--- src/rtl/apb_req_arbiter.sv ---
// apb_req_arbiter: round-robin APB master front end
// shares one APB bus between NUM_REQ requesters
module apb_req_arbiter #(
  parameter int NUM_REQ = 4,
  parameter int ADDR_W  = 32,
  parameter int DATA_W  = 32,
  parameter int TIMEOUT = 16
) (
  input  logic                      PCLK,
  input  logic                      PRESETn,
  input  logic [NUM_REQ-1:0]        req,
  input  logic [NUM_REQ-1:0]        req_write,
  input  logic [NUM_REQ*ADDR_W-1:0] req_addr,
  input  logic [NUM_REQ*DATA_W-1:0] req_wdata,
  output logic [NUM_REQ-1:0]        ack,
  output logic [DATA_W-1:0]         rdata,
  output logic                      err,
  output logic                      PSEL,
  output logic                      PENABLE,
  output logic                      PWRITE,
  output logic [ADDR_W-1:0]         PADDR,
  output logic [DATA_W-1:0]         PWDATA,
  input  logic [DATA_W-1:0]         PRDATA,
  input  logic                      PREADY
);

  localparam int GW = $clog2(NUM_REQ);
  localparam int CW = $clog2(TIMEOUT);
  localparam logic [GW-1:0] LAST = GW'(NUM_REQ - 1);
  localparam logic [CW-1:0] CMAX = CW'(TIMEOUT - 1);

  typedef enum logic [1:0] {
    IDLE,
    SETUP,
    ACCESS
  } state_t;

  state_t              state;
  state_t              state_d;
  logic [GW-1:0]       last_grant;
  logic [GW-1:0]       grant_d;
  logic [GW-1:0]       pick;
  logic [GW-1:0]       cand;
  logic                pick_vld;
  logic [CW-1:0]       wait_cnt;
  logic [CW-1:0]       cnt_d;
  logic [NUM_REQ-1:0]  elig;
  logic [NUM_REQ-1:0]  ack_d;
  logic                psel_d;
  logic                pen_d;
  logic                pwrite_d;
  logic                err_d;
  logic [ADDR_W-1:0]   paddr_d;
  logic [DATA_W-1:0]   pwdata_d;
  logic [DATA_W-1:0]   rdata_d;

  assign elig = req & ~ack;

  // first eligible requester after last_grant, wrapping
  always_comb begin
    pick_vld = 1'b0;
    pick     = last_grant;
    cand     = last_grant;
    for (int k = 1; k <= NUM_REQ; k++) begin
      cand = GW'((int'(last_grant) + k) % NUM_REQ);
      if (!pick_vld && elig[cand]) begin
        pick_vld = 1'b1;
        pick     = cand;
      end
    end
  end

  // next state and next registered outputs
  always_comb begin
    state_d  = state;
    grant_d  = last_grant;
    cnt_d    = wait_cnt;
    psel_d   = PSEL;
    pen_d    = PENABLE;
    pwrite_d = PWRITE;
    paddr_d  = PADDR;
    pwdata_d = PWDATA;
    rdata_d  = rdata;
    err_d    = err;
    ack_d    = '0;
    unique case (state)
      IDLE: begin
        if (pick_vld) begin
          state_d  = SETUP;
          grant_d  = pick;
          paddr_d  = req_addr[int'(pick)*ADDR_W +: ADDR_W];
          pwdata_d = req_wdata[int'(pick)*DATA_W +: DATA_W];
          pwrite_d = req_write[pick];
          psel_d   = 1'b1;
          pen_d    = 1'b0;
        end
      end
      SETUP: begin
        pen_d   = 1'b1;
        cnt_d   = '0;
        state_d = ACCESS;
      end
      ACCESS: begin
        if (PREADY) begin
          psel_d             = 1'b0;
          pen_d              = 1'b0;
          ack_d[last_grant]  = 1'b1;
          err_d              = 1'b0;
          if (!PWRITE) begin
            rdata_d = PRDATA;
          end
          state_d = IDLE;
        end else if (wait_cnt == CMAX) begin
          psel_d             = 1'b0;
          pen_d              = 1'b0;
          ack_d[last_grant]  = 1'b1;
          err_d              = 1'b1;
          state_d            = IDLE;
        end else begin
          cnt_d = wait_cnt + 1'b1;
        end
      end
      default: begin
        state_d = IDLE;
      end
    endcase
  end

  // state and output registers
  always_ff @(posedge PCLK or negedge PRESETn) begin
    if (!PRESETn) begin
      state      <= IDLE;
      last_grant <= LAST;
      wait_cnt   <= '0;
      PSEL       <= 1'b0;
      PENABLE    <= 1'b0;
      PWRITE     <= 1'b0;
      PADDR      <= '0;
      PWDATA     <= '0;
      ack        <= '0;
      rdata      <= '0;
      err        <= 1'b0;
    end else begin
      state      <= state_d;
      last_grant <= grant_d;
      wait_cnt   <= cnt_d;
      PSEL       <= psel_d;
      PENABLE    <= pen_d;
      PWRITE     <= pwrite_d;
      PADDR      <= paddr_d;
      PWDATA     <= pwdata_d;
      ack        <= ack_d;
      rdata      <= rdata_d;
      err        <= err_d;
    end
  end

endmodule
--- config.mk ---
export PLATFORM = sky130hd
export DESIGN_NAME = apb_req_arbiter
export DESIGN_NICKNAME = d
export VERILOG_FILES = /design/src/rtl/apb_req_arbiter.sv
export SDC_FILE = /design/constraint.sdc
export NUM_CORES = 1
export LEC_CHECK = 0
export ABC_AREA = 1
export BUFFER_PORTS_ARGS = -buffer_cell sky130_fd_sc_hd__buf_2
export CORE_AREA = 4 4 152 154
export CTS_CLUSTER_SIZE = 12
export DETAILED_ROUTE_END_ITERATION = 7
export DIE_AREA = 0 0 156 158
export GPL_TIMING_DRIVEN = 0
export RECOVER_POWER = 100
export SYNTH_ARGS = -nofsm -noshare
export SYNTH_HDL_FRONTEND = slang
export SYNTH_SLANG_ARGS = --single-unit
--- constraint.sdc ---
create_clock -name PCLK -period 2.6 [get_ports PCLK]
set_input_delay 0.26 -clock PCLK [delete_from_list [all_inputs] [get_ports PCLK]]
set_output_delay 0.26 -clock PCLK [all_outputs]
set_load 0.01 [all_outputs]
# Yosys cells after proc, flatten, opt, wreduce, memory -nomap -nowiden
# Cells that the tools add are included.
# word_totals
reg_bits,112
output_inout_bits,104
elab_cells,92
# op_classes
n_addsub,5
magnitude_cmp,7
eq_ne,7
shift,2
mux,38
bitwise_logic,3
n_reduce_logical,19
# op_table
op,n
variable part select 128 x 8 -> 32 bit,2
two-way mux 4 bit,5
"less-than comparator 2 x 3 -> 1 bit, second input constant",6
two-way mux 1 bit,16
two-way mux 2 bit,7
AND reduction 3 bit,4
binary-select mux 1 bit (select 2 bit),5
case mux 4 bit (2 select lines),1
"!= test 2 bit, second input constant",3
case mux 2 bit (3 select lines),1
AND reduction 2 bit,3
nonzero test 2 bit,3
"adder 2 x 1 -> 2 bit, second input constant",2
"adder 2 bit, second input constant",2
"adder 4 x 1 -> 4 bit, second input constant",1
bitwise AND 4 bit,1
"equality test 4 bit, second input constant",1
logical AND 1 bit,4
inverter 4 bit,1
logical NOT 1 bit,3
"!= test 3 bit, second input constant",1
case mux 1 bit (3 select lines),1
nonzero test 3 bit,1
demux 1 bit (select 2 bit),1
other kinds (6),6

# Logic depth before layout (Yosys ltp)
# depth
depth_word,16
mapped_depth,16
ltp_nobuf,14

# Worst setup path after synthesis
# Ideal clock, no wire load.
# synth_path
path_kind,register to register
start,reg last_grant[0]
end,reg PADDR[0]
setup_time_ns,0.124
arrival_ns,2.175
required_ns,2.476
slack_ns,0.301
stages_incl_launch_ff,16
period_less_slack_ns,2.299
path_cell_list,dfstp_2 > buf_6 > inv_4 > ha_1 > inv_1 > nand3_1 > nand2_2 > nand3_2 > nand2_2 > nand2_2 > buf_4 > buf_2 > nand2_1 > nand2_1 > nand2_1 > nand3_1
# synth_via
elab_chain_len,14
elab_cells_between_ends,28
# synth_lines
item,line,text
"start, declared",40,logic [GW-1:0] last_grant;
"start signal, assigned",145,last_grant <= grant_d;
adder 2 x 1 -> 2 bit,65,cand = GW'((int'(last_grant) + k) % NUM_REQ);
binary-select mux 1 bit (select 2 bit),66,if (!pick_vld && elig[cand]) begin
two-way mux 1 bit (implied by the code),66,
two-way mux 1 bit,66,
logical NOT 1 bit,66,
logical AND 1 bit,66,
two-way mux 1 bit,66,
logical NOT 1 bit,66,
logical AND 1 bit,66,
two-way mux 1 bit,66,
logical NOT 1 bit,66,
logical AND 1 bit,66,
two-way mux 2 bit or two-way mux 1 bit (tied branches),66,
variable part select 128 x 8 -> 32 bit or AND reduction 2 bit (tied branches),-,
"end signal, assigned",150,PADDR <= paddr_d;
"end, declared",21,"output logic [ADDR_W-1:0] PADDR,"
# Several ways; a longest one is shown, not always the timed one. The select of a mux whose other input is x is not followed.
# A chain may end at the register's enable or synchronous reset.

# Worst setup path after layout
# layout_path
start,reg last_grant[1]
end,reg PADDR[25]
# The elaborated chain is that of the path after synthesis.

==> metrics <==
status=complete, no violations; chip width=156 um; clock skew=0.0119 ns; Place WS=-0.324 ns; drt initial violations=557; CP Class=flop to flop; Setup TNS=0 ns; die area=24,600 sq um; H-Tree Depth=3; HP Class=primary input to flop; met1 Usage GRT=0.265; Critical Path Start Type=flop; Vias per Instance=4.76; antenna viol nets, final=0; Final setup violation count=0; synth top area cells=dfrtp_1 (41%), nand2_1 (28%), nand3_1 (14%); pwr/cell area=1740 nW/um^2; Total Wirelength=28,700 um; CTS root buf=clkbuf_16; TritonCTS Buffers=9; RSZ-0062 raised after global routing=false; largest net degree at the start of global routing=69; count of different cell masters after synthesis=29; routed length per placed instance=17.2 um; M3 GR Usage=0.0495; Final Util=0.441; YS warnings=0; Tmin final=2.42 ns; DP HPWL=22,500 um; Pre-antenna DRT Iters=5; vias=7,943; Arrival @ worst endpoint=2.67 ns; area delta synth->final=43.5%; area leader, netlist=dfrtp_1; Cell Chain, Critical Path=clkinvlp_4 -> ha_4 -> inv_1 -> nand3_2 -> nand2_4 -> nand3_1 -> nand2_2 -> a21oi_4 -> buf_4 -> nand3_1 -> nand3_1 -> nand2_1; Slowest Stage Delay on Critical Path=0.57 ns; vias in the first global route=7,770; clk buf depth=2; peak supply drop=0.000838 V; max-cap viol count=0; initial antenna violation count=5; TritonCTS Sinks=112; sequential fraction of the synthesis area=0.421; clk_lat worst skew=0.36 ns; met2 usage=0.399; Initial Util=0.307; total grt overflow=0; CP endpoint kind=flop; busiest grt layer=met2; clk slew on worst S/H paths=0.09 ns; Tcrit/Tclk final=0.931; Crit path required time=2.85 ns; syn nets=1,255; Avg Cell Area, Syn=7.03 sq um; Leak=0.00526 uW; slew at the pin with the worst max-slew slack=1.28 ns; core box area=21,700 sq um; fin. max-slew vios=0; PnR worst setup slack=0.179 ns; FF+latch count, synth=112; total power=16,600 uW; Slew headroom=0.146; io pins=403; Die H=158 um; Fmax=0.413 GHz; Tot GR Track Use=0.220; layout cells sized above 1=0.317; Placed Area=9060 sq um; post-synth top area share=0.413; DRC viols=0; CP dominant cell by count=nand3_1; first-pass GRT wire length=42,300 um; Post-Syn Area=6670 sq um; PortBufs=402; Nets=1,685; Rows=54; slowest stage cell on the critical path=dfstp_2; Final Hold Viols=0; CTS tree=done; final instance area=9570 sq um; Mapped Cells=948; routability congestion estimate=0.875; CP max FO=10
==> kinds of logic after synthesis <==
logic type / Yosys count / share of synthesized area
muxes: 32 / 0.0541
buffers and inverters: 83 / 0.0574
and+or+nand+nor: 695 / 0.436
adders and majority gates: 8 / 0.0150
AOI/OAI and AO/OA: 16 / 0.0141
DFF: 112 / 0.421
xor gates and xnor gates: 2 / 0.00263
==> power breakdown <==
| group | total (uW) | switching, uW | internal [uW] |
|---|---|---|---|
| Clock | 1460 | 766 | 690 |
| Sequential | 3110 | 454 | 2660 |
| Combinational | 12000 | 7730 | 4300 |
==> placed cells by master (no fill, tap or decap), types with 2 or more instances in the layout <==
cell type / n
clkbuf_1: 112
dfrtp_1: 110
nand2_1: 488
dfstp_2: 2
o21ai_0: 5
nand3_2: 5
buf_6: 4
clkinv_8: 3
clkbuf_2: 12
nor2_4: 2
inv_6: 3
nand2_2: 4
buf_4: 29
mux2_2: 32
buf_2: 311
ha_1: 7
a21oi_1: 6
diode_2: 4
clkbuf_16: 9
buf_8: 2
nand2_4: 4
buf_12: 3
inv_4: 2
o22ai_1: 2
nand4_1: 2
inv_1: 21
nor2_1: 8
clkbuf_4: 2
nand3_1: 179
==> what timing repair did <==
action,CTS,global route
pin swaps,2,4
hold buffers,1,0
gates resized for setup,34,27
hold endpoints to repair,42,0
cloned,0,0
buffers inserted,5,10
endpoints found under the setup margin,69,69
==> metrics by stage <==
step                      cells  hold slack (ns)
after floorplan             948          -0.0356
after global placement     1630            0.458
after detailed placement   1631            0.231
after CTS                  1653            0.109
after global routing       1666            0.113
final                      1667            0.126
==> per-layer routing <==
| metal | vias up | share of wire |
|---|---|---|
| met4 | 4 | 0.016 |
| met5 | - | 0.00073 |
| met3 | 31 | 0.081 |
| met1 | 3660 | 0.40 |
| met2 | 350 | 0.51 |
| li1 | 3898 | - |
==> critical path, delay by kind of cell (launching register included) <==
kind	cells	cell delay [ns]
compound gates	1	0.20
fa+ha+maj	1	0.32
buf+inv	3	0.44
flops	1	0.57
simple gates	7	0.77
==> cells in the mapped netlist (all sizes together) <==
cell type and instances:
a21oi 7, nand4 3, xnor2 1, clkbuf 16, buf 42, dfstp 2
nand3 185, o21ai 5, ha 8, dfrtp 110, or2 1, inv 25
xor2 1, nor2 10, nand2 496, o22ai 2, a22o 1, mux2 32
a31o 1
==> area by class of cell <==
class | count | area [sq um]
antenna | 4 | 10.0
buffer | 58 | 385
clock buffer | 9 | 225
clock inverter | 7 | 83.8
fill | 2392 | 12100
inverter | 25 | 103
multi-input combinational | 753 | 3550
sequential | 112 | 2810
tap | 280 | 350
timing repair buffer | 419 | 2060
==> path summary, 6_finish.rpt <==
| path | startpoint | to | slack [ns] | cells after the start |
|---|---|---|---|---|
| hold / removal | PRDATA[31] | rdata[31]$_DFFE_PN0P_ | 0.13 | 2 |
| hold reg to reg | PWDATA[4]$_DFFE_PN0P_ | PWDATA[4]$_DFFE_PN0P_ | 0.49 | 2 |
| setup reg to reg | last_grant[1]$_DFFE_PN1P_ | PADDR[25]$_DFFE_PN0P_ | 0.18 | 12 |
| max in group asynchronous | PRESETn | PWDATA[8]$_DFFE_PN0P_ | 0.95 | 3 |
| min in group asynchronous | PRESETn | PADDR[26]$_DFFE_PN0P_ | 0.70 | 2 |
| setup / recovery | last_grant[1]$_DFFE_PN1P_ | PADDR[25]$_DFFE_PN0P_ | 0.18 | 12 |
==> sequential cells by signal (all words and copies together), names as in the netlist <==
signal,cells
ack,4
last_grant,2
PSEL,1
PWDATA,32
PENABLE,1
PWRITE,1
PADDR,32
wait_cnt,4
state,2
rdata,32
err,1
Note: power is estimated with default switching activity, not from simulation.
